==> src/rtl/ps2_host_tx_pkg.sv <==
// ps2_host_tx_pkg: shared types and constants for the PS/2 host transmitter.
//   Latency: n/a (types, constants and elaboration-time helpers only).
//   Backpressure: n/a.
// Contents: FSM state enum, frame/edge constants, microsecond-to-cycle helpers.
package ps2_host_tx_pkg;

  typedef enum logic [2:0] {
    ST_IDLE,
    ST_INHIBIT,
    ST_REQ,
    ST_SHIFT,
    ST_ACK,
    ST_WAITIDLE
  } state_e;

  typedef logic [7:0] byte_t;

  localparam int FRAME_BITS = 11;  // start, 8 data, parity, stop
  localparam int INH_W      = 13;  // inhibit counter width
  localparam int TO_W       = 20;  // frame timeout counter width
  localparam int EDGE_W     = 4;   // falling-edge counter width

  // Edge count held just before the 10th clock fall (the stop bit);
  // the fall after that one is the device ACK.
  localparam logic [EDGE_W-1:0] STOP_EDGE_IDX = 4'd9;

  // 64-bit math: CLK_HZ * TIMEOUT_US overflows 32 bits at default settings.
  function automatic int us_to_cycles(input longint clk_hz, input longint us);
    return int'((clk_hz * us) / longint'(1_000_000));
  endfunction

  function automatic int inhibit_cyc(input int clk_hz, input int us);
    return us_to_cycles(longint'(clk_hz), longint'(us));
  endfunction

  function automatic int timeout_cyc(input int clk_hz, input int us);
    return us_to_cycles(longint'(clk_hz), longint'(us));
  endfunction

endpackage

==> src/rtl/ps2_host_tx_if.sv <==
// ps2_host_tx_if: CPU-side load/status bundle of the PS/2 host transmitter.
//   Latency: n/a (wires only).
//   Backpressure: none; a load strobe is dropped while busy is high.
// Signals: wr_stb/wr_data (master -> slave), busy/done/err (slave -> master).
interface ps2_host_tx_if;
  import ps2_host_tx_pkg::*;

  logic  wr_stb;   // one-cycle load strobe
  byte_t wr_data;  // byte to send, captured on wr_stb
  logic  busy;     // frame in progress
  logic  done;     // sticky: last frame ACKed
  logic  err;      // sticky: last frame NAKed or timed out

  modport master (output wr_stb, output wr_data, input busy, input done, input err);
  modport slave  (input wr_stb, input wr_data, output busy, output done, output err);
endinterface

==> src/rtl/ps2_host_tx_line_sync.sv <==
// ps2_host_tx_line_sync: 2-FF synchroniser for one open-drain PS/2 line, optional glitch filter.
//   Latency: 2 cycles raw; FILTER_LEN more cycles when FILTER_EN is set.
//   Backpressure: none.
// Ports: CLK50MHz, nRESET (sync, active-low), line_i (async raw line), lvl_o (synced level).
module ps2_host_tx_line_sync #(
  parameter bit FILTER_EN  = 1'b0,
  parameter int FILTER_LEN = 4
) (
  input  logic CLK50MHz,
  input  logic nRESET,
  input  logic line_i,
  output logic lvl_o
);

  logic s1_q, s2_q;

  // Reset to 1: an idle open-drain bus reads high, so no false edge after reset.
  always_ff @(posedge CLK50MHz) begin
    if (!nRESET) begin
      s1_q <= 1'b1;
      s2_q <= 1'b1;
    end else begin
      s1_q <= line_i;
      s2_q <= s1_q;
    end
  end

  if (FILTER_EN) begin : g_filt
    localparam int CW = $clog2(FILTER_LEN + 1);
    logic          lvl_q;
    logic [CW-1:0] cnt_q;

    // cnt_q counts consecutive samples that differ from the accepted level.
    always_ff @(posedge CLK50MHz) begin
      if (!nRESET) begin
        lvl_q <= 1'b1;
        cnt_q <= '0;
      end else if (s2_q == lvl_q) begin
        cnt_q <= '0;
      end else if (cnt_q == CW'(FILTER_LEN - 1)) begin
        lvl_q <= s2_q;
        cnt_q <= '0;
      end else begin
        cnt_q <= cnt_q + CW'(1);
      end
    end

    assign lvl_o = lvl_q;
  end else begin : g_raw
    assign lvl_o = s2_q;
  end

endmodule

==> src/rtl/ps2_host_tx.sv <==
// ps2_host_tx: host-to-device PS/2 frame transmitter (start, 8 data LSB first, odd parity, stop, ACK).
//   Latency: wr_stb -> ps2_clk_oe high in 2 cycles; then INHIBIT_US of clock inhibit before the device clocks.
//   Backpressure: wr_stb dropped while busy; frame aborted with err after TIMEOUT_US without completion.
// Ports: CLK50MHz, nRESET (sync, active-low); host (load/status bundle, slave side);
//        ps2_clk_in/ps2_data_in (raw lines); ps2_clk_oe/ps2_data_oe (1 = pull low); rx_inhibit.
// Build option: define PS2_TX_CLK_FILTER_EN to glitch-filter the synced PS/2 clock over FILTER_LEN samples.
module ps2_host_tx
  import ps2_host_tx_pkg::*;
#(
  parameter int CLK_HZ     = 50_000_000,
  parameter int INHIBIT_US = 100,
  parameter int TIMEOUT_US = 15000,
  parameter int FILTER_LEN = 4
) (
  input  logic         CLK50MHz,
  input  logic         nRESET,
  ps2_host_tx_if.slave host,
  input  logic         ps2_clk_in,
  input  logic         ps2_data_in,
  output logic         ps2_clk_oe,
  output logic         ps2_data_oe,
  output logic         rx_inhibit
);

  localparam int INH_CYC = inhibit_cyc(CLK_HZ, INHIBIT_US);
  localparam int TO_CYC  = timeout_cyc(CLK_HZ, TIMEOUT_US);

  localparam logic [INH_W-1:0] INH_LAST = INH_W'(INH_CYC - 1);  // start bit asserted here
  localparam logic [INH_W-1:0] INH_END  = INH_W'(INH_CYC);      // clock released here
  localparam logic [TO_W-1:0]  TO_LAST  = TO_W'(TO_CYC - 1);

`ifdef PS2_TX_CLK_FILTER_EN
  localparam bit CLK_FILT = 1'b1;
`else
  localparam bit CLK_FILT = 1'b0;
`endif

  logic clk_s, data_s, clk_prev_q, clk_fall;

  ps2_host_tx_line_sync #(.FILTER_EN(CLK_FILT), .FILTER_LEN(FILTER_LEN)) u_clk_sync (
    .CLK50MHz (CLK50MHz),
    .nRESET   (nRESET),
    .line_i   (ps2_clk_in),
    .lvl_o    (clk_s)
  );

  ps2_host_tx_line_sync #(.FILTER_EN(1'b0), .FILTER_LEN(FILTER_LEN)) u_data_sync (
    .CLK50MHz (CLK50MHz),
    .nRESET   (nRESET),
    .line_i   (ps2_data_in),
    .lvl_o    (data_s)
  );

  always_ff @(posedge CLK50MHz) begin
    if (!nRESET) clk_prev_q <= 1'b1;
    else         clk_prev_q <= clk_s;
  end

  assign clk_fall = clk_prev_q & ~clk_s;

  state_e                  state_q;
  logic [FRAME_BITS-1:0]   sh_q;     // {stop, parity, data[7:0], start}; bit 0 is on the wire
  logic [EDGE_W-1:0]       edge_q;
  logic [INH_W-1:0]        inh_q;
  logic [TO_W-1:0]         to_q;
  logic                    clk_oe_q, data_oe_q, busy_q, done_q, err_q;

  always_ff @(posedge CLK50MHz) begin
    if (!nRESET) begin
      state_q   <= ST_IDLE;
      sh_q      <= '0;
      edge_q    <= '0;
      inh_q     <= '0;
      to_q      <= '0;
      clk_oe_q  <= 1'b0;
      data_oe_q <= 1'b0;
      busy_q    <= 1'b0;
      done_q    <= 1'b0;
      err_q     <= 1'b0;
    end else begin
      case (state_q)
        ST_IDLE: begin
          if (host.wr_stb) begin
            sh_q    <= {1'b1, ~^host.wr_data, host.wr_data, 1'b0};
            done_q  <= 1'b0;
            err_q   <= 1'b0;
            busy_q  <= 1'b1;
            inh_q   <= '0;
            state_q <= ST_INHIBIT;
          end
        end

        ST_INHIBIT: begin
          clk_oe_q <= 1'b1;
          inh_q    <= inh_q + INH_W'(1);
          // Pull data low (start bit) during the final inhibit cycle, then let go of the clock.
          if (inh_q == INH_LAST) data_oe_q <= ~sh_q[0];
          if (inh_q == INH_END) begin
            clk_oe_q <= 1'b0;
            to_q     <= '0;
            edge_q   <= '0;
            state_q  <= ST_REQ;
          end
        end

        ST_REQ, ST_SHIFT, ST_ACK, ST_WAITIDLE: begin
          to_q <= to_q + TO_W'(1);
          if (to_q == TO_LAST) begin
            clk_oe_q  <= 1'b0;
            data_oe_q <= 1'b0;
            busy_q    <= 1'b0;
            err_q     <= 1'b1;
            state_q   <= ST_IDLE;
          end else if (state_q == ST_WAITIDLE) begin
            if (clk_s && data_s) begin
              busy_q  <= 1'b0;
              state_q <= ST_IDLE;
            end
          end else if (clk_fall) begin
            if (state_q == ST_ACK) begin
              // Device pulls data low to acknowledge.
              done_q    <= ~data_s;
              err_q     <= data_s;
              data_oe_q <= 1'b0;
              state_q   <= ST_WAITIDLE;
            end else begin
              // Falls 1..10 put data bits, parity and stop on the line.
              data_oe_q <= ~sh_q[1];
              sh_q      <= sh_q >> 1;
              edge_q    <= edge_q + EDGE_W'(1);
              state_q   <= (edge_q == STOP_EDGE_IDX) ? ST_ACK : ST_SHIFT;
            end
          end
        end

        default: state_q <= ST_IDLE;
      endcase
    end
  end

  assign ps2_clk_oe  = clk_oe_q;
  assign ps2_data_oe = data_oe_q;
  assign rx_inhibit  = busy_q;
  assign host.busy   = busy_q;
  assign host.done   = done_q;
  assign host.err    = err_q;

endmodule

==> src/flat_wrapper.sv <==
// flat-port wrapper written by rule: the top's interface ports become plain ports
module ps2_host_tx_flat import ps2_host_tx_pkg::*;
#(
  parameter int CLK_HZ     = 50_000_000,
  parameter int INHIBIT_US = 100,
  parameter int TIMEOUT_US = 15000,
  parameter int FILTER_LEN = 4
)
  (CLK50MHz, nRESET, ps2_clk_in, ps2_data_in, ps2_clk_oe, ps2_data_oe, rx_inhibit, host_wr_stb, host_wr_data, host_busy, host_done, host_err);
  ps2_host_tx_if host_i ();
  input  logic CLK50MHz;
  input  logic nRESET;
  input  logic ps2_clk_in;
  input  logic ps2_data_in;
  output logic ps2_clk_oe;
  output logic ps2_data_oe;
  output logic rx_inhibit;
  input wire logic [$bits(host_i.wr_stb)-1:0] host_wr_stb;
  input wire logic [$bits(host_i.wr_data)-1:0] host_wr_data;
  output wire logic [$bits(host_i.busy)-1:0] host_busy;
  output wire logic [$bits(host_i.done)-1:0] host_done;
  output wire logic [$bits(host_i.err)-1:0] host_err;
  assign host_i.wr_stb = host_wr_stb;
  assign host_i.wr_data = host_wr_data;
  assign host_busy = host_i.busy;
  assign host_done = host_i.done;
  assign host_err = host_i.err;
  ps2_host_tx #(.CLK_HZ(CLK_HZ), .INHIBIT_US(INHIBIT_US), .TIMEOUT_US(TIMEOUT_US), .FILTER_LEN(FILTER_LEN)) u_core (.CLK50MHz(CLK50MHz), .nRESET(nRESET), .host(host_i), .ps2_clk_in(ps2_clk_in), .ps2_data_in(ps2_data_in), .ps2_clk_oe(ps2_clk_oe), .ps2_data_oe(ps2_data_oe), .rx_inhibit(rx_inhibit));
endmodule
==> config.mk <==
export PLATFORM = sky130hd
export DESIGN_NAME = ps2_host_tx_flat
export DESIGN_NICKNAME = d
export VERILOG_FILES = /design/src/rtl/ps2_host_tx_pkg.sv /design/src/rtl/ps2_host_tx_if.sv /design/src/rtl/ps2_host_tx_line_sync.sv /design/src/rtl/ps2_host_tx.sv /design/src/flat_wrapper.sv
export SDC_FILE = /design/constraint.sdc
export NUM_CORES = 1
export LEC_CHECK = 0
export ABC_AREA = 1
export CAP_MARGIN = 20
export CORE_MARGIN = 5
export CORE_UTILIZATION = 54
export CTS_CLUSTER_SIZE = 24
export DETAILED_ROUTE_END_ITERATION = 7
export GPL_TIMING_DRIVEN = 0
export PLACE_DENSITY_LB_ADDON = 0.15
export SYNTH_ARGS = -nofsm -noshare
export SYNTH_HDL_FRONTEND = slang
export SYNTH_SLANG_ARGS = --single-unit
export TNS_END_PERCENT = 5
==> constraint.sdc <==
create_clock -name CLK50MHz -period 1.5 [get_ports CLK50MHz]
set_input_delay 0.15 -clock CLK50MHz [delete_from_list [all_inputs] [get_ports CLK50MHz]]
set_output_delay 0.15 -clock CLK50MHz [all_outputs]
set_load 0.1 [all_outputs]
==> flow_summary.html <==
<table>
<tr><th>Metric</th><th>Value</th></tr>
<tr><th colspan="2">Final layout</th></tr>
<tr><td>Non-filler instance count after layout</td><td>720</td></tr>
<tr><td>Share of layout cells above drive strength 1</td><td>about a quarter</td></tr>
<tr><td>Total number of nets in the final design</td><td>~660</td></tr>
<tr><td>Layout Area Growth over Synthesis</td><td>29.4%</td></tr>
<tr><td>Final standard cell area without fillers</td><td>around 4600 sq um</td></tr>
<tr><td>Antenna diode count</td><td>0</td></tr>
<tr><td>Final core occ</td><td>72.4%</td></tr>
<tr><th colspan="2">Yosys</th></tr>
<tr><td>Register area share after synthesis</td><td>between 30% and 40%</td></tr>
<tr><td>Simple-gate area share of the yosys netlist</td><td>around two fifths</td></tr>
<tr><td>Main combinational cell family by area after synthesis</td><td>simple AND/OR/NAND/NOR gates</td></tr>
<tr><td>Area share of the largest cell type after synthesis</td><td>roughly a third</td></tr>
<tr><td>Number of instances in the synthesized netlist</td><td>~590</td></tr>
<tr><td>Total number of yosys warnings</td><td>0</td></tr>
<tr><td>Number of flops mapped to enable cells by yosys</td><td>0</td></tr>
<tr><td>Parity-gate share of the synthesized area counting xor and xnor cells</td><td>between 1 and 1.5%</td></tr>
<tr><td>Post-Synthesis Net Count</td><td>between 600 and 700</td></tr>
<tr><td>Most common flop cell mapped by yosys</td><td>sky130_fd_sc_hd__dfxtp_1</td></tr>
<tr><td>Avg Synthesized Cell Area</td><td>roughly 6.1 sq um</td></tr>
<tr><td>Fraction of the mapped netlist area in compound gates</td><td>between 10% and 20%</td></tr>
<tr><td>Post-synthesis cell type with the largest combined area</td><td>sky130_fd_sc_hd__dfxtp_1</td></tr>
<tr><td>Adder and majority gate portion of the synthesized area</td><td>under 10%</td></tr>
<tr><td>Cell types with the largest area share after synthesis</td><td>sky130_fd_sc_hd__dfxtp_1 (34%), sky130_fd_sc_hd__nand2_1 (19%), sky130_fd_sc_hd__nor2_1 (8.5%), sky130_fd_sc_hd__inv_1 (7.5%), sky130_fd_sc_hd__nand3_1 (6.7%)</td></tr>
<tr><td>Post-Synthesis Cell Area</td><td>about 3600 sq um</td></tr>
<tr><td>Share of cell area taken by muxes after synthesis</td><td>0%</td></tr>
<tr><td>Synth unique cells</td><td>32</td></tr>
<tr><td>Async SR Flop Fraction</td><td>0%</td></tr>
<tr><td>Number of flip-flops and latches in the synthesized netlist</td><td>between 60 and 70</td></tr>
<tr><th colspan="2">Clock network</th></tr>
<tr><td>Clock sinks</td><td>61</td></tr>
<tr><td>Clock latency at the later pin of the worst-skew pair</td><td>between 0.3 and 0.4 ns</td></tr>
<tr><td>Hold Buf Count CTS</td><td>0</td></tr>
<tr><td>Maximum clock insertion buffer count</td><td>2</td></tr>
<tr><td>CTS tree</td><td>yes</td></tr>
<tr><td>Deepest level of the CTS H-tree</td><td>3</td></tr>
<tr><td>Clk Tree Root Cell</td><td>sky130_fd_sc_hd__clkbuf_8</td></tr>
<tr><td>Cts bufs inserted</td><td>9</td></tr>
<tr><td>Worst-path clk slew</td><td>~0.070 ns</td></tr>
<tr><th colspan="2">Timing</th></tr>
<tr><td>Pin slew with the least headroom to its limit</td><td>0.585 ns</td></tr>
<tr><td>Post-route fraction of the period consumed by the critical path</td><td>108%</td></tr>
<tr><td>Setup clock skew after layout</td><td>0.00536 ns</td></tr>
<tr><td>Smallest hold slack</td><td>around 0.36 ns</td></tr>
<tr><td>Number of setup violations in the final report</td><td>38</td></tr>
<tr><td>Slack of the critical path</td><td>-0.125 ns</td></tr>
<tr><td>Max Clock Freq</td><td>615 MHz</td></tr>
<tr><td>Fin crit period</td><td>1.62 ns</td></tr>
<tr><td>Setup total negative slack</td><td>-2.98 ns</td></tr>
<tr><td>Pins over their slew limit</td><td>0</td></tr>
<tr><td>Slew Limit Headroom</td><td>between 60% and 70%</td></tr>
<tr><td>Setup repair after global routing missed its margin</td><td>yes</td></tr>
<tr><td>Endpoints failing hold</td><td>0</td></tr>
<tr><th colspan="2">Hold path</th></tr>
<tr><td>Worst Hold Class</td><td>in -&gt; reg</td></tr>
<tr><th colspan="2">Worst setup path</th></tr>
<tr><td>Worst Setup Path Type</td><td>reg -&gt; reg</td></tr>
<tr><td>WP data arrival</td><td>approximately 1.9 ns</td></tr>
<tr><td>Type of element capturing the critical path</td><td>flip-flop</td></tr>
<tr><td>Peak fanout along the critical path</td><td>5</td></tr>
<tr><td>Kind of start point of the critical path</td><td>flip-flop</td></tr>
<tr><td>Worst path required time</td><td>roughly 1.7 ns</td></tr>
<tr><th colspan="2">Floorplanning</th></tr>
<tr><td>Count of standard-cell rows</td><td>29</td></tr>
<tr><td>Die boundary height</td><td>91.3 um</td></tr>
<tr><td>Area of the core region</td><td>6390 sq um</td></tr>
<tr><td>Effective utilization at floorplan</td><td>approximately 56%</td></tr>
<tr><td>Ports</td><td>19</td></tr>
<tr><td>Die Wd</td><td>91.3 um</td></tr>
<tr><td>Total Die Area</td><td>~8300 sq um</td></tr>
<tr><th colspan="2">Route</th></tr>
<tr><td>Average wire per cell in the routed design</td><td>between 10 and 15 um</td></tr>
<tr><td>Antenna Violating Nets Remaining</td><td>0</td></tr>
<tr><td># DRC</td><td>0</td></tr>
<tr><td>Initial drt markers</td><td>260</td></tr>
<tr><td>1st-pass router iterations</td><td>5</td></tr>
<tr><td>Average via count per standard cell</td><td>~5.4</td></tr>
<tr><td>Via count</td><td>about 3900</td></tr>
<tr><td>Total routed wirelength</td><td>9960 um</td></tr>
<tr><th colspan="2">Global routing</th></tr>
<tr><td>Remaining global-route overflow</td><td>0</td></tr>
<tr><td>First-pass GRT wire length</td><td>around 15000 um</td></tr>
<tr><td>Total global routing track utilization</td><td>between 20% and 30%</td></tr>
<tr><td>Pin count of the biggest net entering global routing</td><td>11</td></tr>
<tr><td>Via count of the first global-routing pass</td><td>3595</td></tr>
<tr><td>Number of antenna violations at the first check in global routing</td><td>0</td></tr>
<tr><th colspan="2">Placed design</th></tr>
<tr><td>Input/output buffers</td><td>18</td></tr>
<tr><td>Cell total after placement</td><td>681</td></tr>
<tr><td>Detailed placer's ending HPWL</td><td>6350 um</td></tr>
<tr><td>Area after DPL</td><td>around 3900 sq um</td></tr>
<tr><td>Post-Place Worst Slack</td><td>-0.384 ns</td></tr>
<tr><td>Weighted congestion at the end of routability-driven global placement</td><td>0.915</td></tr>
<tr><th colspan="2">Power and ir drop</th></tr>
<tr><td>Total Power Consumption</td><td>~7.3 mW</td></tr>
<tr><td>Leak pwr</td><td>a little under 2 nW</td></tr>
<tr><td>Power Dens Cells</td><td>between 1500 and 2000 nW/um^2</td></tr>
<tr><td>Max VDD drop</td><td>approximately 1.4 mV</td></tr>
<tr><th colspan="2">Outcome</th></tr>
<tr><td>Result of the run</td><td>finished, violations left</td></tr>
<tr><td>Violations in the final reports</td><td>negative setup slack</td></tr>
<tr><th colspan="2">Job</th></tr>
<tr><td># Max-Cap Violations</td><td>0</td></tr>
</table>
==> layout by cell type (no fill, tap or decap), types with 4 or more instances in the layout <==
master,count
sky130_fd_sc_hd__nand3_1,37
sky130_fd_sc_hd__buf_4,24
sky130_fd_sc_hd__clkdlybuf4s15_2,5
sky130_fd_sc_hd__or2_2,7
sky130_fd_sc_hd__nor2_4,8
sky130_fd_sc_hd__nand2_2,11
sky130_fd_sc_hd__inv_1,65
sky130_fd_sc_hd__o21ai_0,20
sky130_fd_sc_hd__nand3_2,7
sky130_fd_sc_hd__dfxtp_1,46
sky130_fd_sc_hd__a21oi_1,32
sky130_fd_sc_hd__o21ai_1,5
sky130_fd_sc_hd__clkdlybuf4s50_1,12
sky130_fd_sc_hd__inv_2,9
sky130_fd_sc_hd__clkbuf_8,10
sky130_fd_sc_hd__nand2_1,166
sky130_fd_sc_hd__clkbuf_1,4
sky130_fd_sc_hd__nand3_4,6
sky130_fd_sc_hd__nor2_2,12
sky130_fd_sc_hd__dfxtp_2,9
sky130_fd_sc_hd__xor2_1,4
sky130_fd_sc_hd__buf_6,7
sky130_fd_sc_hd__nor2_1,64
sky130_fd_sc_hd__nor3_1,8
sky130_fd_sc_hd__dfxtp_4,6
sky130_fd_sc_hd__nand4_1,13
sky130_fd_sc_hd__nand2_4,4
==> cell families after synthesis <==
logic type,count (synthesis)
simple gates,351
buf+inv,93
compound gates,70
flops,61
xor+xnor,6
fa+ha+maj,5
==> cell usage after synthesis, types with 3 or more instances <==
cell / count
sky130_fd_sc_hd__a211oi_1: 3
sky130_fd_sc_hd__a21oi_1: 35
sky130_fd_sc_hd__buf_2: 6
sky130_fd_sc_hd__buf_4: 4
sky130_fd_sc_hd__clkbuf_1: 5
sky130_fd_sc_hd__dfxtp_1: 61
sky130_fd_sc_hd__ha_1: 5
sky130_fd_sc_hd__inv_1: 71
sky130_fd_sc_hd__inv_2: 5
sky130_fd_sc_hd__nand2_1: 179
sky130_fd_sc_hd__nand3_1: 48
sky130_fd_sc_hd__nand4_1: 13
sky130_fd_sc_hd__nor2_1: 81
sky130_fd_sc_hd__nor2_2: 3
sky130_fd_sc_hd__nor3_1: 13
sky130_fd_sc_hd__o21ai_0: 22
sky130_fd_sc_hd__o21ai_1: 3
sky130_fd_sc_hd__or2_2: 7
sky130_fd_sc_hd__xor2_1: 4
==> per-layer routing <==
layer,track usage [%],routed length [um],share of wire [%],vias to the layer above
li1,-,-,-,1966
met2,35.9,4870,49,155
met4,11.6,263,2.6,0
met1,27.8,4210,42,1759
met3,5.12,612,6.1,32
met5,0,0,0,-
==> final timing paths <==
kind / startpoint / endpoint / cells after the start / slack (ns)
worst max-delay path: u_core.to_q[0] / u_core.state_q[0] / 10 / -0.12
worst max register to register: u_core.to_q[0] / u_core.state_q[0] / 10 / -0.12
worst min-delay path: ps2_data_in / u_core.u_data_sync.s1_q / 2 / 0.36
worst min register to register: u_core.u_clk_sync.s1_q / u_core.u_clk_sync.lvl_o / 1 / 0.41
==> power breakdown <==
| group | switching [mW] | total (mW) | internal (mW) |
|---|---|---|---|
| Combinational | 2.41 | 3.91 | 1.49 |
| Sequential | 0.197 | 2.08 | 1.88 |
| Clock | 0.651 | 1.28 | 0.629 |
==> worst max-delay path, cell delays in order, from the launching register on <==
cell	delay [ns]
sky130_fd_sc_hd__dfxtp_4	0.38
sky130_fd_sc_hd__ha_4	0.18
sky130_fd_sc_hd__nand3_4	0.10
sky130_fd_sc_hd__nor2_4	0.15
sky130_fd_sc_hd__nand3_4	0.12
sky130_fd_sc_hd__buf_4	0.16
sky130_fd_sc_hd__buf_2	0.14
sky130_fd_sc_hd__nand4_1	0.08
sky130_fd_sc_hd__nand2_1	0.06
sky130_fd_sc_hd__nor2_1	0.08
sky130_fd_sc_hd__nor2_1	0.05
==> state kept, by name, summed over array words and instances, names as in the netlist <==
name,flops
u_core.host.busy,1
u_core.u_clk_sync.lvl_o,1
u_core.host.done,1
u_core.to_q,20
u_core.inh_q,13
u_core.ps2_data_oe,1
u_core.ps2_clk_oe,1
u_core.u_clk_sync.s1_q,1
u_core.edge_q,4
u_core.state_q,3
u_core.u_data_sync.lvl_o,1
u_core.host.err,1
u_core.sh_q,11
u_core.u_data_sync.s1_q,1
u_core.clk_prev_q,1
==> final cells by class <==
type                    instances  area, sq um
inverters                      76          293
fillers                       515         1770
flip-flops and latches         61         1250
well taps                      77         96.3
multi-input cells             432         2280
clock buffers                  11          141
plain buffers                  17          140
clock inverters                 4         25.0
repair buffers                 42          387
==> what timing repair did <==
item	in CTS	in global routing
pin swaps	5	28
setup endpoints to repair	58	49
buffers inserted	0	21
cloned	0	3
endpoints found under the hold margin	0	0
gates resized for setup	65	74
(Power assumes the default switching activity.)
